File: src/rtl/pid_loop_sequencer.sv
// pid_loop_sequencer: sequences one PID iteration per pid_tick
// (sample -> compute -> commit) and commits the new duty to the PWM
// only on a pwm_tick period boundary. Counts dropped ticks (overruns).
// Optional handshake watchdog built when SEQ_TIMEOUT_EN is defined;
// otherwise timeout_err is tied to 0 and the FSM waits indefinitely.
module pid_loop_sequencer #(
    parameter int unsigned       DATA_W     = 16,
    parameter int unsigned       DUTY_W     = 12,
    parameter logic [DUTY_W-1:0] DUTY_RESET = 12'hFFF,
    parameter logic [15:0]       TIMEOUT    = 16'd50000
) (
    input  logic              clk_in,
    input  logic              rst_n,
    input  logic              pid_tick,
    input  logic              pwm_tick,
    output logic              sample_req,
    input  logic              sample_valid,
    input  logic [DATA_W-1:0] sample_data,
    output logic              pid_start,
    output logic [DATA_W-1:0] pid_in,
    input  logic              pid_done,
    input  logic [DUTY_W-1:0] pid_duty,
    output logic [DUTY_W-1:0] duty_out,
    output logic              busy,
    output logic [7:0]        overrun_cnt,
    output logic              timeout_err,
    input  logic              err_clr
);

    typedef enum logic [1:0] {
        IDLE    = 2'd0,
        SAMPLE  = 2'd1,
        COMPUTE = 2'd2,
        COMMIT  = 2'd3
    } state_t;

    state_t              state_q, state_d;
    logic                sample_req_q, sample_req_d;
    logic                pid_start_q, pid_start_d;
    logic [DATA_W-1:0]   pid_in_q, pid_in_d;
    logic [DUTY_W-1:0]   pending_q, pending_d;
    logic [DUTY_W-1:0]   duty_out_q, duty_out_d;
    logic                busy_q, busy_d;
    logic [7:0]          overrun_cnt_q, overrun_cnt_d;
    logic                overrun;
    logic                wdog_expire;

`ifdef SEQ_TIMEOUT_EN
    logic [15:0]         wdog_q, wdog_d;
    logic                timeout_err_q, timeout_err_d;
    logic                timeout_set;

    // Watchdog: restarts on entry to a waiting state, counts while waiting
    always_comb begin
        wdog_d      = wdog_q;
        wdog_expire = (wdog_q == 16'(TIMEOUT - 16'd1));
        // A strobe in the expiry cycle takes precedence over the timeout
        timeout_set = wdog_expire &&
                      ((state_q == SAMPLE  && !sample_valid) ||
                       (state_q == COMPUTE && !pid_done));
        if ((state_d == SAMPLE  && state_q != SAMPLE) ||
            (state_d == COMPUTE && state_q != COMPUTE)) begin
            wdog_d = '0;
        end else if (state_q == SAMPLE || state_q == COMPUTE) begin
            wdog_d = wdog_q + 16'd1;
        end
        // New timeout beats a simultaneous clear
        if (timeout_set) begin
            timeout_err_d = 1'b1;
        end else if (err_clr) begin
            timeout_err_d = 1'b0;
        end else begin
            timeout_err_d = timeout_err_q;
        end
    end

    // Watchdog and sticky timeout flag registers
    always_ff @(posedge clk_in or negedge rst_n) begin
        if (!rst_n) begin
            wdog_q        <= '0;
            timeout_err_q <= 1'b0;
        end else begin
            wdog_q        <= wdog_d;
            timeout_err_q <= timeout_err_d;
        end
    end

    assign timeout_err = timeout_err_q;
`else
    assign wdog_expire = 1'b0;
    assign timeout_err = 1'b0;
`endif

    // Next-state, handshake outputs, data latches and overrun counter
    always_comb begin
        state_d      = state_q;
        sample_req_d = 1'b0;
        pid_start_d  = 1'b0;
        pid_in_d     = pid_in_q;
        pending_d    = pending_q;
        duty_out_d   = duty_out_q;

        case (state_q)
            IDLE: begin
                if (pid_tick) begin
                    sample_req_d = 1'b1;
                    state_d      = SAMPLE;
                end
            end
            SAMPLE: begin
                if (sample_valid) begin
                    pid_in_d    = sample_data;
                    pid_start_d = 1'b1;
                    state_d     = COMPUTE;
                end else if (wdog_expire) begin
                    state_d = IDLE;
                end
            end
            COMPUTE: begin
                if (pid_done) begin
                    pending_d = pid_duty;
                    state_d   = COMMIT;
                end else if (wdog_expire) begin
                    state_d = IDLE;
                end
            end
            COMMIT: begin
                if (pwm_tick) begin
                    duty_out_d = pending_q;
                    state_d    = IDLE;
                end
            end
            default: state_d = IDLE;
        endcase

        busy_d = (state_d != IDLE);

        // A tick outside IDLE is dropped; a new overrun beats a simultaneous clear
        overrun = pid_tick && (state_q != IDLE);
        if (err_clr) begin
            overrun_cnt_d = overrun ? 8'd1 : 8'd0;
        end else if (overrun && overrun_cnt_q != 8'hFF) begin
            overrun_cnt_d = overrun_cnt_q + 8'd1;
        end else begin
            overrun_cnt_d = overrun_cnt_q;
        end
    end

    // State and output registers
    always_ff @(posedge clk_in or negedge rst_n) begin
        if (!rst_n) begin
            state_q       <= IDLE;
            sample_req_q  <= 1'b0;
            pid_start_q   <= 1'b0;
            pid_in_q      <= '0;
            pending_q     <= '0;
            duty_out_q    <= DUTY_RESET;
            busy_q        <= 1'b0;
            overrun_cnt_q <= '0;
        end else begin
            state_q       <= state_d;
            sample_req_q  <= sample_req_d;
            pid_start_q   <= pid_start_d;
            pid_in_q      <= pid_in_d;
            pending_q     <= pending_d;
            duty_out_q    <= duty_out_d;
            busy_q        <= busy_d;
            overrun_cnt_q <= overrun_cnt_d;
        end
    end

    assign sample_req  = sample_req_q;
    assign pid_start   = pid_start_q;
    assign pid_in      = pid_in_q;
    assign duty_out    = duty_out_q;
    assign busy        = busy_q;
    assign overrun_cnt = overrun_cnt_q;

endmodule

File: config.mk
export PLATFORM = sky130hd
export DESIGN_NAME = pid_loop_sequencer
export DESIGN_NICKNAME = d
export VERILOG_FILES = /design/src/rtl/pid_loop_sequencer.sv
export SDC_FILE = /design/constraint.sdc
export NUM_CORES = 1
export LEC_CHECK = 0
export BUFFER_PORTS_ARGS = -buffer_cell sky130_fd_sc_hd__buf_2
export CORE_ASPECT_RATIO = 0.7
export CORE_MARGIN = 5
export CORE_UTILIZATION = 50
export DETAILED_ROUTE_END_ITERATION = 16
export PLACE_DENSITY = 0.76
export SETUP_SLACK_MARGIN = 0.2
export SKIP_CTS_REPAIR_TIMING = 1
export SYNTH_ARGS = -nofsm -noshare
export SYNTH_HDL_FRONTEND = slang
export SYNTH_SLANG_ARGS = --single-unit
File: constraint.sdc
create_clock -name clk_in -period 1.7 [get_ports clk_in]
set_input_delay 0.085 -clock clk_in [delete_from_list [all_inputs] [get_ports clk_in]]
set_output_delay 0.085 -clock clk_in [all_outputs]
set_load 0.01 [all_outputs]
## After elaboration in Yosys (flattened, before gate mapping)

Cells that the tools add are included.

- Equality and inequality tests: 4
- Add/sub/neg operators: 1
- Reductions and logical operators: 9
- Multiplexer cells: 12

Operators with widths:

| cell | count |
|---|---|
| two-way mux 8 bit | 2 |
| adder 8 x 1 -> 8 bit, second input constant | 1 |
| two-way mux 2 bit | 4 |
| != test 8 bit, second input constant | 1 |
| one-hot mux 2 bit (4 select lines) | 1 |
| AND reduction 2 bit | 3 |
| nonzero test 2 bit | 3 |
| two-way mux 1 bit | 5 |
| equality test 2 bit, second input constant | 2 |
| equality test 2 x 1 -> 1 bit, second input constant | 1 |
| logical AND 1 bit | 2 |
| logical NOT 2 bit | 1 |

- Logic and storage cells: 34
- Bits in registers: 53

## Depth between registers and ports, before layout

- Depth after elaboration: 5
- Depth in mapped cells: 5
- Depth with buffers taken out: 4

## Worst setup path after synthesis

OpenSTA, ideal clock, no wires.

- Path type: reg-to-reg
- Start point: register overrun_cnt_q[0] (netlist: overrun_cnt[0])
- End point: register overrun_cnt_q[0] (netlist: overrun_cnt[0])
- Arrival time: 1345 ps
- Data required time: 1574 ps
- Setup slack: 229 ps
- Period minus slack after synthesis: 1471 ps
- Setup time: 126 ps
- Cell stages (with the launch flop): 5
- Path buffers: 0
- Path through: dfrtp_1 > ha_1 > and4_1 > a21o_1 > a221o_1

- Cells in the longest elaborated chain, start to end: 3

RTL lines:

| element | line | RTL |
|---|---|---|
| start, declared | 44 | `logic [7:0] overrun_cnt_q, overrun_cnt_d;` |
| start signal, assigned | 168 | `overrun_cnt_q <= overrun_cnt_d;` |
| adder 8 x 1 -> 8 bit / != test 8 bit (equally long branches) | 143, 142 |  |
| two-way mux 8 bit / logical AND 1 bit (equally long branches) | 142 | `end else if (overrun && overrun_cnt_q != 8'hFF) begin` |
| two-way mux 8 bit / nonzero test 2 bit (equally long branches) | - |  |

Several ways; a longest one is shown, not always the timed one. The select of a mux whose other input is x is not followed.
A chain may end at the register's enable or synchronous reset.

## Final worst setup path

Ends and elaborated chain as after synthesis.

==> out/qor.txt <==
Final Max Slew Viols - 0
Status - finished clean
Setup WS pre-CTS - 150 ps
Crit-path cells - ha_2 -> and4_4 -> a21o_1 -> a221o_1
Cells after synthesis - 153
#FFs+latches synth - 53
Die X - 91.7 microns
DRT antenna net count - 0
TritonCTS clock tree - done
Yosys synthesis warning count - 0
Arrival time worst endpoint - 1580 ps
# Max-Cap Violations - 0
Clock tree buffer depth - 2
# diodes - 0
FP Rows - 20
Via/cell ratio - 5.20
Gpl congestion - 0.860
H-tree level count - 2
Wire length per cell - 15.2 microns
Routed Wire Length - 4470 microns
First-pass GRT wire length - 7220 microns
Die ar. - 6160 sq um
Initial drt markers - 51
Largest stage delay, worst path - 440 ps
CP max stage cell - dfrtp_2
CTS Buf Count - 5
CP Launch Type - flip-flop
Starting density of the core - 52.7%
Leak Pwr - 1.47 nW
RR Endpoint - overrun_cnt[0]$_DFFE_PN0P_
Drt first pass iters - 4
R2r setup slk - 290 ps
Tmin final - 1410 ps
Mapped Area - 2330 sq um
Maximum clock rate - 711 MHz
WHS Path Cells - 2
Hold wc startpoint - sample_data[8]
Vias in the first global route - 1473
Endpoints failing setup - 0
Hold Path Class - in2reg
Tightest Pin Transition - 567 ps
Total global-route track usage - 15.1%
Setup TNS - 0 ps
Critical Path Sink Type - flip-flop
Syn avg cell area - 15.3 sq um
Worst slew margin - 62.2%
CP max FO - 6
Clock Latency Late Sink - 290 ps
Core area - 4430 sq um
IO Pins - 75
Fin. Hold Viols - 0
Clock-pin slew of the registers on the worst-case setup and hold paths - 90 ps
Unrepaired setup endpoints after global routing - false
Final WS setup - 293 ps
Area grow syn2layout - 26.1%
Period utilization - 82.8%
Port Buffers - 73
Layout cells sized above 1 - 59.4%
HPWL Detailed - 3330 microns
Req. time, crit path - 1880 ps
GRT Residual Overflow - 0
Most common cell after layout, fill and taps aside - buf_2
Clock Sinks - 53
Max Clock Skew - 4.04 ps
Antenna violations before repair - 0
Pin count of the biggest net entering global routing - 30
Hold endpoint - pid_in[8]$_DFFE_PN0P_
Vias - 1530
Sequential element share of the synthesized area - 57.4%
Final Net Count - 274
Most frequent cells in the layout - buf_2 (73), dfrtp_1 (39), mux2_4 (21)
Cell variety after synth - 42
Die H - 67.2 microns
Power density over cell area - 1690 nW/um^2
Syn nets - 189
FF-to-FF path depth - 4
VDD IR max - 0.779 mV
Drc violations - 0
Worst flop-to-flop path startpoint - overrun_cnt[0]$_DFFE_PN0P_
Critical path class - reg2reg
Root buf cell - clkbuf_8
-- stage by stage --
| step | cell area (sq um) | hold WS (ps) | total power [mW] | utilization [%] | instances |
|---|---|---|---|---|---|
| floorplan | 2330 | -211 | 3.50 | - | 153 |
| global placement | 2740 | 112 | 4.04 | 61.9 | 277 |
| detailed placement | 2740 | 106 | 4.11 | 61.9 | 277 |
| CTS | 2860 | -216 | 4.97 | 64.5 | 285 |
| global route | 2940 | 2.62 | 5.30 | 66.5 | 294 |
| finish | 2940 | 7.78 | 4.98 | 66.5 | 294 |
-- report_power, final --
part           leakage, nW  internal, mW  switching [mW]
Clock               0.0585         0.480           0.369
Combinational        0.785          1.09           0.815
Sequential           0.626          1.93           0.302
-- state kept, by name (all words and copies together) (netlist names) --
register and count:
sample_req 1, pid_in 16, pending_q 12, duty_out 12, busy 1, overrun_cnt 8, state_q 2, pid_start 1
-- cells by family (layout without fill, tap and decap cells) --
| kind of cell | Yosys count | in the layout | synth area share [%] |
|---|---|---|---|
| other cells | 1 | 1 | 0.161 |
| fa+ha+maj | 1 | 1 | 0.536 |
| mux | 42 | 42 | 23.6 |
| compound gates | 22 | 22 | 7.99 |
| buf+inv | 9 | 95 | 3.16 |
| simple gates | 25 | 25 | 7.13 |
| flops | 53 | 53 | 57.4 |
-- synthesized netlist by cell type, drive strengths merged --
cell | n | area [sq um]
or2 | 1 | 8.76
a221o | 1 | 10.0
o2111ai | 2 | 35.0
a211oi | 4 | 35.0
o21bai | 1 | 7.51
o21a | 2 | 15.0
conb | 1 | 3.75
o31ai | 1 | 12.5
nand2b | 3 | 18.8
mux2 | 41 | 541
clkbuf | 1 | 3.75
dfstp | 12 | 315
and4 | 1 | 8.76
nor4b | 1 | 8.76
o211ai | 1 | 7.51
inv | 2 | 10.0
nor3b | 2 | 15.0
a41oi | 1 | 8.76
nand3 | 4 | 25.0
and3 | 3 | 18.8
nor3 | 1 | 5.00
a31oi | 2 | 12.5
o21ai | 3 | 15.0
dfrtp | 41 | 1030
a21oi | 2 | 10.0
nand2 | 5 | 18.8
nand3b | 1 | 20.0
nor2b | 2 | 12.5
buf | 6 | 60.1
a21o | 1 | 7.51
o211a | 1 | 10.0
mux2i | 1 | 10.0
nor4 | 1 | 6.26
ha | 1 | 12.5
-- area by class of cell --
| type | count | area [sq um] |
|---|---|---|
| Timing Repair Buffer | 85 | 480 |
| Fill cell | 334 | 1490 |
| Inverter | 2 | 10.0 |
| Multi-Input combinational cell | 91 | 925 |
| Clock inverter | 1 | 30.0 |
| Sequential cell | 53 | 1340 |
| Tap cell | 55 | 68.8 |
| Clock buffer | 7 | 86.3 |
-- worst max path at each step --
stage                                     startpoint                          to  slack [ps]
after detailed placement        state_q[1]$_DFF_PN0_       pid_in[4]$_DFFE_PN0P_         150
after floorplan           overrun_cnt[0]$_DFFE_PN0P_  overrun_cnt[0]$_DFFE_PN0P_         230
final                     overrun_cnt[0]$_DFFE_PN0P_  overrun_cnt[0]$_DFFE_PN0P_         290
after CTS                       state_q[1]$_DFF_PN0_       pid_in[4]$_DFFE_PN0P_         140
after global routing      overrun_cnt[1]$_DFFE_PN0P_  overrun_cnt[6]$_DFFE_PN0P_         210
after global placement          state_q[1]$_DFF_PN0_       pid_in[1]$_DFFE_PN0P_         190
-- critical path, delay by kind of cell, from the launching register on --
family          cells  cell delay, ps
fa+ha+maj           1             210
compound gates      2             460
flops               1             440
simple gates        1             190
-- routing by layer --
metal | global-route usage (%) | part of all wire (%)
met2 | 23.5 | 46
met4 | 4.51 | 0.78
met1 | 21.1 | 45
met3 | 4.01 | 7.9
met5 | 0 | 0
(Power assumes the default switching activity.)
